File: src/rtl/window_pkg.sv
// Shared constants for the window scheduler, register chain and renderer.
// Also holds the FSM state encoding and the LFSR tap set.
package window_pkg;

  localparam int V_TOT        = 525;
  localparam int V_SIZE       = $clog2(V_TOT);
  localparam int P_NUM        = 4;
  localparam int SPAWN_FRAMES = 90;
  localparam int GAP_MIN      = 80;
  localparam int GAP_MAX      = 400;
  localparam int GAP_INIT     = 240;
  localparam int STEP_SHIFT   = 3;
  localparam logic [15:0] LFSR_SEED = 16'hACE1;

  // Taps at bits 15, 13, 12 and 10.
  localparam logic [15:0] LFSR_TAPS = 16'hB400;

  typedef enum logic [1:0] {
    IDLE    = 2'd0,
    PRELOAD = 2'd1,
    RUN     = 2'd2
  } stateE;

  function automatic logic [15:0] lfsrNext(input logic [15:0] cur);
    return {cur[14:0], ^(cur & LFSR_TAPS)};
  endfunction

endpackage

File: src/rtl/lfsr16.sv
// 16-bit Fibonacci LFSR that steps only when iAdvance is high.
module lfsr16 #(
  parameter logic [15:0] SEED = window_pkg::LFSR_SEED
) (
  input  logic        iClk,
  input  logic        iRst,
  input  logic        iAdvance,
  output logic [15:0] oState
);
  import window_pkg::*;

  always_ff @(posedge iClk or posedge iRst) begin
    if (iRst) begin
      oState <= SEED;
    end else if (iAdvance) begin
      oState <= lfsrNext(oState);
    end
  end

endmodule

File: src/rtl/window_scheduler.sv
// Window spawn sequencer: preloads P_NUM centred slots on start, then emits a
// randomly stepped, range-limited position every SPAWN_FRAMES frame ticks.
//
// state   | meaning
// IDLE    | waiting for start, outputs held
// PRELOAD | shifting GAP_INIT into every slot, one per cycle
// RUN     | counting unpaused frame ticks, spawning on terminal count
module window_scheduler #(
  parameter int V_TOT        = window_pkg::V_TOT,
  parameter int P_NUM        = window_pkg::P_NUM,
  parameter int SPAWN_FRAMES = window_pkg::SPAWN_FRAMES,
  parameter int GAP_MIN      = window_pkg::GAP_MIN,
  parameter int GAP_MAX      = window_pkg::GAP_MAX,
  parameter int GAP_INIT     = window_pkg::GAP_INIT,
  parameter int STEP_SHIFT   = window_pkg::STEP_SHIFT,
  parameter logic [15:0] LFSR_SEED = window_pkg::LFSR_SEED,
  localparam int V_SIZE      = $clog2(V_TOT)
) (
  input  logic              iClk,
  input  logic              iRst,
  input  logic              iStart,
  input  logic              iStop,
  input  logic              iPause,
  input  logic              iFrameTick,
  output logic              oShift,
  output logic [V_SIZE-1:0] oValue,
  output logic              oRunning,
  output logic [7:0]        oSpawnCnt
);
  import window_pkg::*;

  localparam int FC_W = $clog2(SPAWN_FRAMES + 1);
  localparam int PC_W = $clog2(P_NUM + 1);
  localparam int SW   = V_SIZE + 2;
  localparam logic [FC_W-1:0] FC_LAST  = FC_W'(SPAWN_FRAMES - 1);
  localparam logic [PC_W-1:0] PC_LAST  = PC_W'(P_NUM);
  localparam logic [V_SIZE-1:0] VAL_INIT = V_SIZE'(GAP_INIT);
  localparam logic [V_SIZE-1:0] VAL_MIN  = V_SIZE'(GAP_MIN);
  localparam logic [V_SIZE-1:0] VAL_MAX  = V_SIZE'(GAP_MAX);
  localparam logic signed [SW-1:0] SUM_MIN   = SW'(GAP_MIN);
  localparam logic signed [SW-1:0] SUM_MAX   = SW'(GAP_MAX);
  localparam logic signed [SW-1:0] STEP_BIAS = SW'(8);

  stateE             state, nextState;
  logic [FC_W-1:0]   frameCnt, frameCntD;
  logic [PC_W-1:0]   preCnt, preCntD;
  logic              shiftD, runningD;
  logic [V_SIZE-1:0] valueD, newValue;
  logic [7:0]        spawnCntD;
  logic [15:0]       lfsrState;
  logic              tickValid, spawn, advance;

  assign tickValid = iFrameTick && !iPause;
  assign spawn     = (state == RUN) && tickValid && (frameCnt == FC_LAST);
  assign advance   = spawn && !iStop;

  lfsr16 #(.SEED(LFSR_SEED)) uLfsr (
    .iClk     (iClk),
    .iRst     (iRst),
    .iAdvance (advance),
    .oState   (lfsrState)
  );

  // Low nibble of the advanced LFSR, built directly from the current state.
  always_comb begin
    logic [3:0] raw;
    logic signed [SW-1:0] step;
    logic signed [SW-1:0] sum;
    raw  = {lfsrState[2:0], ^(lfsrState & LFSR_TAPS)};
    step = $signed({{(SW-4){1'b0}}, raw}) - STEP_BIAS;
    step = step <<< STEP_SHIFT;
    sum  = $signed({2'b00, oValue}) + step;
    if (sum < SUM_MIN) begin
      newValue = VAL_MIN;
    end else if (sum > SUM_MAX) begin
      newValue = VAL_MAX;
    end else begin
      newValue = sum[V_SIZE-1:0];
    end
  end

  always_ff @(posedge iClk or posedge iRst) begin
    if (iRst) begin
      state <= IDLE;
    end else begin
      state <= nextState;
    end
  end

  always_comb begin
    nextState = state;
    case (state)
      IDLE:    if (iStart) nextState = PRELOAD;
      PRELOAD: if (preCnt == PC_LAST) nextState = RUN;
      RUN:     nextState = RUN;
      default: nextState = IDLE;
    endcase
    if (iStop) nextState = IDLE;
  end

  always_comb begin
    shiftD    = 1'b0;
    valueD    = oValue;
    frameCntD = frameCnt;
    preCntD   = preCnt;
    spawnCntD = oSpawnCnt;
    case (state)
      IDLE: begin
        if (iStart) begin
          shiftD    = 1'b1;
          valueD    = VAL_INIT;
          preCntD   = PC_W'(1);
          frameCntD = '0;
          spawnCntD = '0;
        end
      end
      PRELOAD: begin
        if (preCnt != PC_LAST) begin
          shiftD  = 1'b1;
          preCntD = preCnt + PC_W'(1);
        end else begin
          preCntD = '0;
        end
      end
      RUN: begin
        if (spawn) begin
          shiftD    = 1'b1;
          valueD    = newValue;
          frameCntD = '0;
          if (oSpawnCnt != 8'hFF) spawnCntD = oSpawnCnt + 8'd1;
        end else if (tickValid) begin
          frameCntD = frameCnt + FC_W'(1);
        end
      end
      default: ;
    endcase
    // Stop beats everything, including a spawn in the same cycle.
    if (iStop) begin
      shiftD    = 1'b0;
      valueD    = oValue;
      frameCntD = '0;
      preCntD   = '0;
      spawnCntD = oSpawnCnt;
    end
    runningD = (nextState == PRELOAD) || (nextState == RUN);
  end

  always_ff @(posedge iClk or posedge iRst) begin
    if (iRst) begin
      oShift    <= 1'b0;
      oValue    <= VAL_INIT;
      oRunning  <= 1'b0;
      oSpawnCnt <= '0;
      frameCnt  <= '0;
      preCnt    <= '0;
    end else begin
      oShift    <= shiftD;
      oValue    <= valueD;
      oRunning  <= runningD;
      oSpawnCnt <= spawnCntD;
      frameCnt  <= frameCntD;
      preCnt    <= preCntD;
    end
  end

endmodule

File: config.mk
export PLATFORM = sky130hd
export DESIGN_NAME = window_scheduler
export DESIGN_NICKNAME = d
export VERILOG_FILES = /design/src/rtl/window_pkg.sv /design/src/rtl/lfsr16.sv /design/src/rtl/window_scheduler.sv
export SDC_FILE = /design/constraint.sdc
export NUM_CORES = 1
export LEC_CHECK = 0
export BUFFER_PORTS_ARGS = -buffer_cell sky130_fd_sc_hd__buf_2
export CAP_MARGIN = 20
export CORE_MARGIN = 3
export CORE_UTILIZATION = 50
export DETAILED_ROUTE_END_ITERATION = 12
export PLACE_DENSITY_LB_ADDON = 0.08
export SLEW_MARGIN = 20
export SYNTH_ARGS = -nofsm -noshare
export SYNTH_HDL_FRONTEND = slang
export SYNTH_HIERARCHICAL = 1
export SYNTH_SLANG_ARGS = --single-unit
File: constraint.sdc
create_clock -name iClk -period 6.3 [get_ports iClk]
set_input_delay 0.315 -clock iClk [delete_from_list [all_inputs] [get_ports iClk]]
set_output_delay 0.315 -clock iClk [all_outputs]
set_load 0.005 [all_outputs]
==> flow_summary.json, run 1 <==
{
  "relSlewSlack_pct": 43.3,
  "dp_slack_ps": 2870,
  "post_dp_cell_area_sq_um": 2950,
  "setup_viol": 0,
  "dp_hpwl_um": 3970,
  "async_flop_share_pct": 100,
  "r2r_end": "oValue[4]$_DFFE_PP1P_",
  "initial_utilization_pct": 53.5,
  "drtIter0Drc": 106,
  "period_needed_ps": 3480,
  "hold_violations": 0,
  "finClkSkew_ps": 14.0,
  "ys_types": 65,
  "cts.sinks": 45,
  "cts_max_path_buffers": 2,
  "die_x_um": 81.4,
  "ir_drop_mv": 0.113,
  "worst_pin_slew_ps": 849,
  "core-area_sq_um": 5300,
  "synth.avg_cell_area_sq_um": 9.82,
  "power_frac_seq_pct": 53.8,
  "die-area_sq_um": 6620,
  "fin_hold_ws_ps": 84.1,
  "firstDrtPassIters": 4,
  "cts_setup_buffers": 0,
  "grt_pass1_wl_um": 9490,
  "startpoint_type": "flop",
  "maxSlewViolCount": 0,
  "vias_per_cell": 5.51,
  "ctsResizeCount": 0,
  "synth_flop_cell": "dfrtp_1",
  "cp.arrival_ps": 3700,
  "grt_pass1_vias": 2022,
  "areaGrowthSynthToFinish_pct": 7.67,
  "final.setup.tns_ps": 0,
  "drtAntennaViolNets": 0,
  "drc": 0,
  "crit_type": "flop to flop",
  "internal_power_mw": 0.425,
  "cp-end-kind": "flop",
  "syn_area_sq_um": 2840,
  "h-tree-depth": 2,
  "p_sw_share_pct": 23.0,
  "routed_wl_um": 5320,
  "fmax_mhz": 287,
  "pin_count": 26,
  "critPathLaunch": "uLfsr/oState[10]$_DFFE_PP1P_",
  "num_vias": 2081,
  "grt_start_max_net_pins": 30,
  "place_congestion": 0.830,
  "numCtsBuffers": 5,
  "wl_per_cell_um": 14.1,
  "p_switching_mw": 0.127,
  "final_area_sq_um": 3060,
  "antenna_found_initial": 0,
  "regToRegStartpoint": "uLfsr/oState[10]$_DFFE_PP1P_",
  "clock_latency_ps": 300,
  "cp.required_ps": 6520,
  "drive_gt1_share_pct": 21.4,
  "die_h_um": 81.4,
  "synth_sequential_area_ratio_pct": 40.2,
  "syn-instance-count": 289,
  "clockRootBuffer": "clkbuf_8",
  "clockPowerShare_pct": 38.9,
  "yosysWarnings": 6,
  "grt_overflow": 0,
  "r2r_slack_ps": 2820,
  "reg2reg_depth": 12,
  "cp-endpoint": "oValue[4]$_DFFE_PP1P_",
  "post-route-period-util_pct": 55.3,
  "core.rowCount": 26,
  "synth_edf_count": 0,
  "cts_tree": "built",
  "nets": 327,
  "power.leakage_nw": 1.35,
  "final_cell_mix": "dfrtp_1, nor2_1, buf_2, nand2_1",
  "status": "completed",
  "final_common_cell": "dfrtp_1",
  "track_usage_pct": 18.4,
  "hp-class": "primary input to async pin",
  "cp_max_fo": 6,
  "power_density_nw_per_um2": 181,
  "rsz0062_at_grt": "no",
  "drv_cap": 0,
  "ys_ff_latch": 45,
  "clk_pin_slew_ps": 90,
  "cts_hold_buf": 0,
  "worst_slack_ps": 2820,
  "n_antenna_cell": 0,
  "p_comb_share_pct": 7.2,
  "port_buffers": 22
}
[power groups by stage]
stage,logic [mW],clock network [mW],registers [mW]
final,0.0400,0.215,0.298
after global placement,0.0399,0,0.303
after global routing,0.0457,0.234,0.298
after CTS,0.0406,0.221,0.298
after floorplan,0.0319,0,0.301
after detailed placement,0.0403,0,0.303
[metal layers]
| layer | GRT usage, % | up-vias | routed length (um) |
|---|---|---|---|
| met4 | 5.07 | 0 | 68 |
| met1 | 26.0 | 981 | 2690 |
| met3 | 4.21 | 6 | 170 |
| met5 | 0 | - | 0 |
| met2 | 28.2 | 33 | 2400 |
| li1 | - | 1061 | - |
[cells in the mapped netlist, drive strengths merged (2+ instances only)]
master,n,share of area [%]
dfrtp,33,29
nor2,26,3.4
o21ai,21,4.0
nand2,18,2.4
inv,17,2.2
mux2,15,7.0
ha,13,5.7
dfstp,12,11
xnor2,11,3.4
a21oi,9,1.6
buf,9,2.8
nor2b,8,1.8
nand3,7,1.2
nor3,7,1.2
a211oi,5,1.8
or2,5,1.1
xor2,5,1.5
and2,4,0.88
clkbuf,4,0.53
nand2b,4,0.88
a21boi,3,0.79
and3,3,0.66
nand4,3,0.66
nor4,3,0.66
o21a,3,0.79
o31ai,3,0.79
a2111oi,2,0.84
a21o,2,0.53
a221oi,2,0.62
a31oi,2,0.44
mux2i,2,0.71
nor3b,2,0.53
o221ai,2,0.62
o22ai,2,0.66
or3,2,0.44
[logic make-up after synthesis]
| family | Yosys count | synth area share [%] |
|---|---|---|
| and+or+nand+nor | 97 | 17.5 |
| AOI/OAI and AO/OA | 69 | 17.5 |
| DFF | 45 | 40.2 |
| buffers and inverters | 30 | 5.60 |
| muxes | 17 | 7.71 |
| xor gates and xnor gates | 16 | 4.94 |
| adders and majority gates | 14 | 6.43 |
| other | 1 | 0.132 |
[layout make-up]
class / count / area, sq um
multi-input combinational: 216 / 1550
clock buffer: 6 / 72.6
sequential: 45 / 1140
timing repair buffer: 22 / 110
tap: 70 / 87.6
inverter: 17 / 63.8
clock inverter: 2 / 35.0
fill: 469 / 2250
[flip-flops by register name (all words and copies together) (netlist names)]
register	cells
oRunning	1
state	2
frameCnt	7
uLfsr/oState	16
preCnt	3
oShift	1
oSpawnCnt	8
oValue	7
[through the flow]
step	utilization (%)	power, mW	cells
2_1_floorplan	-	0.333	291
3_3_place_gp	55.6	0.343	370
3_5_place_dp	55.6	0.343	370
4_1_cts	57.6	0.559	378
5_1_grt	57.6	0.578	378
6_report	57.6	0.553	378
[worst max-delay path: stages (launching register included)]
cell       delay, ps
dfstp_2          580
xor2_1           190
xnor2_1          140
ha_1             250
inv_1             70
fa_1             470
nand2b_1         240
a21o_1           210
a211oi_1         420
a2111oi_2         80
a21boi_1         240
o21ai_0          130
o32a_1           370
[worst min path at each step]
| stage | end | cells past startpoint | from |
|---|---|---|---|
| finish | frameCnt[4]$_DFFE_PP0P_ | 2 | iRst |
| global route | uLfsr/oState[8]$_DFFE_PP0P_ | 2 | iRst |
| CTS | uLfsr/oState[8]$_DFFE_PP0P_ | 2 | iRst |
| detailed placement | uLfsr/oState[8]$_DFFE_PP0P_ | 2 | iRst |
| global placement | uLfsr/oState[4]$_DFFE_PP0P_ | 2 | iRst |
| floorplan | uLfsr/oState[12]$_DFFE_PP0P_ | 1 | iRst |
Note: power is estimated with default switching activity, not from simulation.
==> run 2, diff against run 1 <==
clock period = 3.23 ns   (was 6.3 ns; I/O delays follow)
==> run 2 against run 1 <==
- total power grew 88%
- final cell count grew 3.4%
- sequential share of layout area shrank 2.8 points
- flip-flop and latch count is the same
- clock power grew 71%
- utilization grew 4.6 points
- count of clock-buffer cells in the layout grew 1
- critical endpoint is now oValue[3]$_DFFE_PP0P_
- largest cell class unchanged
==> flow_summary.json, run 2 (synthesis gave the netlist of run 1 again) <==
{
  "status": "completed",
  "p_switching_mw": 0.259,
  "drv_cap": 0,
  "grt_pass1_vias": 1976,
  "clockPowerShare_pct": 35.3,
  "drtIter0Drc": 108,
  "hold_violations": 0,
  "cp_max_fo": 4,
  "cp-end-kind": "flop",
  "post-route-period-util_pct": 97.1,
  "power_density_nw_per_um2": 315,
  "grt_pass1_wl_um": 9430,
  "clockRootBuffer": "clkbuf_8",
  "nets": 340,
  "vias_per_cell": 5.52,
  "rsz0062_at_grt": "yes",
  "top_usage_layer": "met2",
  "h-tree-depth": 2,
  "fmax_mhz": 319,
  "timing.hold.worst_path_depth": 2,
  "power_frac_seq_pct": 55.9,
  "final.setup.tns_ps": 0,
  "cts_tree": "built",
  "die_h_um": 81.4,
  "p_comb_share_pct": 8.8,
  "fin_total_pwr_mw": 1.04,
  "crit_type": "flop to flop",
  "regToRegStartpoint": "uLfsr/oState[10]$_DFFE_PP1P_",
  "numCtsBuffers": 5,
  "largest_register": "uLfsr/oState",
  "largest_reg_flops": 16,
  "wl_per_cell_um": 14.9,
  "final_common_cell": "dfrtp_1",
  "setup_viol": 0,
  "met2_usage_pct": 27.9,
  "routed_wl_um": 5840,
  "nFillCells": 455,
  "grt_start_max_net_pins": 23,
  "drtAntennaViolNets": 0,
  "die-area_sq_um": 6620,
  "cp.required_ps": 3400,
  "port_buffers": 22,
  "pin_count": 26,
  "dp_cells": 378,
  "die_x_um": 81.4,
  "core.rowCount": 26,
  "period_needed_ps": 3140,
  "finalNonFillerCells": 391,
  "track_usage_pct": 18.4,
  "reg_top3": "uLfsr/oState: 16 flops, oSpawnCnt: 8 flops",
  "worstHoldEndpoint": "preCnt[2]$_DFFE_PP0P_",
  "initial_utilization_pct": 53.5,
  "met3_usage_pct": 3.66,
  "cp.arrival_ps": 3310,
  "worst_pin_slew_ps": 851,
  "min-delay-start": "iStop",
  "dp_hpwl_um": 4120,
  "internal_power_mw": 0.781,
  "cts_max_path_buffers": 2,
  "n_antenna_cell": 0,
  "core-area_sq_um": 5300,
  "clock_latency_ps": 300,
  "grt_overflow": 0,
  "num_vias": 2160,
  "grt.met1_usage_pct": 26.4,
  "drc": 0,
  "r2r_end": "oValue[3]$_DFFE_PP0P_",
  "drive_gt1_share_pct": 30.8,
  "final_cell_mix": "dfrtp_1, nor2_1, buf_2, nand2_1",
  "reg2reg_depth": 12,
  "clk_pin_slew_ps": 80,
  "r2r_slack_ps": 90,
  "antenna_found_initial": 0,
  "ir_drop_mv": 0.226,
  "power.leakage_nw": 1.45,
  "finClkSkew_ps": 16.2,
  "place_congestion": 0.872,
  "startpoint_type": "flop",
  "relSlewSlack_pct": 43.2,
  "cts.sinks": 45,
  "hp-class": "primary input to flop",
  "firstDrtPassIters": 4,
  "maxSlewViolCount": 0,
  "areaGrowthSynthToFinish_pct": 16.4,
  "p_sw_share_pct": 24.9
}
run 2: cell types whose count changed in the layout (fill, tap and decap cells not counted), sizes merged:
cell and change:
buf +12, bufinv -1, clkbuf +1, clkinv -1
clkinvlp +1, dlygate4sd3 +1
run 2: worst max-delay path, stage by stage, from the launching register on:
cell	delay [ps]
dfstp_2	580
xor2_2	150
xnor2_1	140
ha_2	210
inv_2	50
fa_2	390
nand2b_2	250
a211oi_4	270
a211oi_4	90
a2111oi_4	280
a21boi_2	120
nor2_1	370
o32ai_2	120
run 2: through the flow:
step                      cell area [sq um]  worst slack [ps]  utilization [%]  hold WS [ps]
after floorplan                        2850               138                -          69.5
after CTS                              3110              8.49             58.7           100
final                                  3300              92.7             62.3           112
after detailed placement               3010              37.3             56.7           268
after global placement                 3010               117             56.7           260
after global routing                   3300             -81.1             62.3           107
run 2: what timing repair did:
action,CTS,global route
buffers inserted,0,4
setup endpoints to repair,0,6
resized for setup,0,30
endpoints found under the hold margin,8,0
hold buffers,1,0
run 2: final cells by class:
class                      count  area (sq um)  area share, %
clock buffer                   7          86.3           2.61
clock inverter                 1          7.51          0.227
inverter                      17          63.8           1.93
multi-input combinational    216          1710           51.7
sequential                    45          1140           34.5
tap                           70          87.6           2.65
timing repair buffer          35           210           6.36
run 2: how the worst max path moves through the flow:
stage / from / end / slack [ps] / cells past startpoint
finish: uLfsr/oState[10]$_DFFE_PP1P_ / oValue[3]$_DFFE_PP0P_ / 90 / 12
global route: uLfsr/oState[10]$_DFFE_PP1P_ / oValue[8]$_DFFE_PP0P_ / -80 / 12
CTS: uLfsr/oState[10]$_DFFE_PP1P_ / oValue[7]$_DFFE_PP1P_ / 8 / 12
detailed placement: uLfsr/oState[10]$_DFFE_PP1P_ / oValue[7]$_DFFE_PP1P_ / 40 / 12
global placement: uLfsr/oState[10]$_DFFE_PP1P_ / oValue[8]$_DFFE_PP0P_ / 120 / 12
floorplan: uLfsr/oState[10]$_DFFE_PP1P_ / oValue[7]$_DFFE_PP1P_ / 140 / 12
run 2: metal layers:
| metal | share of wire, % | wire (um) | up-vias |
|---|---|---|---|
| li1 | - | - | 1082 |
| met1 | 49 | 2870 | 1032 |
| met2 | 47 | 2740 | 42 |
| met3 | 3.1 | 179 | 4 |
| met4 | 0.91 | 53 | 0 |
| met5 | 0 | 0 | - |
run 2: power by group through the flow:
stage               clock, mW  sequential [mW]  combinational, mW
floorplan                   0            0.588             0.0623
global placement            0            0.591             0.0803
detailed placement          0            0.591             0.0813
CTS                     0.380            0.581             0.0825
global route            0.406            0.583              0.103
finish                  0.367            0.581             0.0917
==> run 3, diff against run 2 <==
clock period = 3.6 ns   (was 3.23 ns; I/O delays follow)
==> run 3 against run 2 <==
- first-iteration DRC count is 7.4% lower
- non-clock buffer count is 9 lower
- flip-flop and latch count stayed put
- largest power group unchanged
==> flow_summary.json, run 3 (synthesis gave the netlist of run 1 again) <==
{
  "die_h_um": 81.4,
  "fin_total_pwr_mw": 0.905,
  "n_antenna_cell": 0,
  "cts_max_path_buffers": 2,
  "power.leakage_nw": 1.36,
  "setup_viol": 0,
  "cp_max_fo": 6,
  "period_needed_ps": 3300,
  "cts.sinks": 45,
  "areaGrowthSynthToFinish_pct": 9.17,
  "final_common_cell": "dfrtp_1",
  "reg_top3": "uLfsr/oState: 16 flops, oSpawnCnt: 8 flops",
  "drive_gt1_share_pct": 22.8,
  "maxSlewViolCount": 0,
  "grt_pass1_wl_um": 9240,
  "largest_register": "uLfsr/oState",
  "wl_per_cell_um": 13.9,
  "hp-class": "primary input to flop",
  "cp.arrival_ps": 3500,
  "ir_drop_mv": 0.201,
  "pin_count": 26,
  "core-area_sq_um": 5300,
  "dp_hpwl_um": 4040,
  "rsz0062_at_grt": "no",
  "hold_violations": 0,
  "cts_setup_buffers": 0,
  "drtAntennaViolNets": 0,
  "nets": 331,
  "track_usage_pct": 17.8,
  "worst_slack_ps": 299,
  "cp_slowest_cell": "dfstp_2",
  "grt_pass1_vias": 1979,
  "clk_pin_slew_ps": 100,
  "dp_slack_ps": 216,
  "num_vias": 2131,
  "die_x_um": 81.4,
  "max_stage_delay_ps": 590,
  "crit_type": "flop to flop",
  "relSlewSlack_pct": 58.5,
  "drc": 0,
  "initial_utilization_pct": 53.5,
  "post-route-period-util_pct": 91.7,
  "vias_per_cell": 5.58,
  "port_buffers": 22,
  "core.rowCount": 26,
  "final_cell_mix": "dfrtp_1, nor2_1, buf_2, nand2_1, inv_1",
  "cp.required_ps": 3800,
  "clock_latency_ps": 300,
  "antenna_found_initial": 0,
  "largest_reg_flops": 16,
  "finClkSkew_ps": 18.4,
  "drv_cap": 0,
  "clockRootBuffer": "clkbuf_8",
  "numCtsBuffers": 5,
  "startpoint_type": "flop",
  "die-area_sq_um": 6620,
  "h-tree-depth": 2,
  "worst_pin_slew_ps": 618,
  "place_congestion": 0.840,
  "crit_path_cell_trace": "xor2_1 -> xnor2_1 -> ha_2 -> inv_1 -> fa_1 -> nand2b_1 -> a211oi_1 -> a211oi_2 -> a2111oi_2 -> a21boi_1 -> or2_1 -> a41o_1",
  "fmax_mhz": 303,
  "grt_overflow": 0,
  "grt_start_max_net_pins": 20,
  "cts_tree": "built",
  "final.setup.tns_ps": 0,
  "drtIter0Drc": 100,
  "power_density_nw_per_um2": 292,
  "firstDrtPassIters": 4,
  "cp-end-kind": "flop",
  "status": "completed",
  "fin_hold_ws_ps": 122,
  "routed_wl_um": 5300
}
[run 3: cell types whose count changed in the layout (fill, tap and decap cells not counted), sizes merged]
cell | before | now
clkbuf | 7 | 5
clkinv | 0 | 1
buf | 34 | 25
inv | 17 | 18
[run 3: area by class of cell]
cell class	instances	area [sq um]
clock buffer	5	68.8
clock inverter	3	21.3
fill	472	2200
inverter	17	63.8
multi-input combinational	216	1550
sequential	45	1140
tap	70	87.6
timing repair buffer	26	163
[run 3: final timing paths]
check,startpoint,endpoint,slack (ps),depth (start not counted)
setup / recovery,uLfsr/oState[10]$_DFFE_PP1P_,oValue[8]$_DFFE_PP0P_,300,12
hold / removal,iStop,preCnt[2]$_DFFE_PP0P_,120,2
setup reg to reg,uLfsr/oState[10]$_DFFE_PP1P_,oValue[8]$_DFFE_PP0P_,300,12
hold reg to reg,uLfsr/oState[8]$_DFFE_PP0P_,uLfsr/oState[9]$_DFFE_PP0P_,510,1
max in group asynchronous,iRst,oValue[6]$_DFFE_PP1P_,2610,4
min in group asynchronous,iRst,frameCnt[2]$_DFFE_PP0P_,460,3
[run 3: what timing repair did]
item | 4_1_cts | 5_1_grt
hold endpoints to repair | 17 | 0
setup endpoints to repair | 0 | 6
gates resized for setup | 0 | 2
hold buffers | 1 | 0
[run 3: through the flow]
step | instances | utilization (%) | area, sq um
5_1_grt | 382 | 58.4 | 3100
3_5_place_dp | 373 | 56.4 | 2990
4_1_cts | 382 | 58.3 | 3090
2_1_floorplan | 291 | - | 2850
3_3_place_gp | 372 | 55.9 | 2960
6_report | 382 | 58.4 | 3100
[run 3: report_power, final]
part	switching (mW)	leakage (nW)	internal (mW)
sequential	0.00725	0.578	0.514
clock	0.172	0.0445	0.138
combinational	0.0449	0.740	0.0288
[run 3: critical path, delay by kind of cell, from the launching register on]
kind                     cells  cell delay [ps]
AO/OA/AOI/OAI                5             1040
AND/OR/NAND/NOR              2              490
adder cells (fa/ha/maj)      2              700
XOR/XNOR                     2              320
buffers and inverters        1               60
flip-flops                   1              590
[run 3: per-layer routing]
layer	share of wire [%]	vias to the layer above	track usage (%)
li1	-	1072	-
met1	50	1032	24.7
met2	48	25	28.6
met3	2.3	2	3.33
met4	0.57	0	4.56
met5	0	-	0
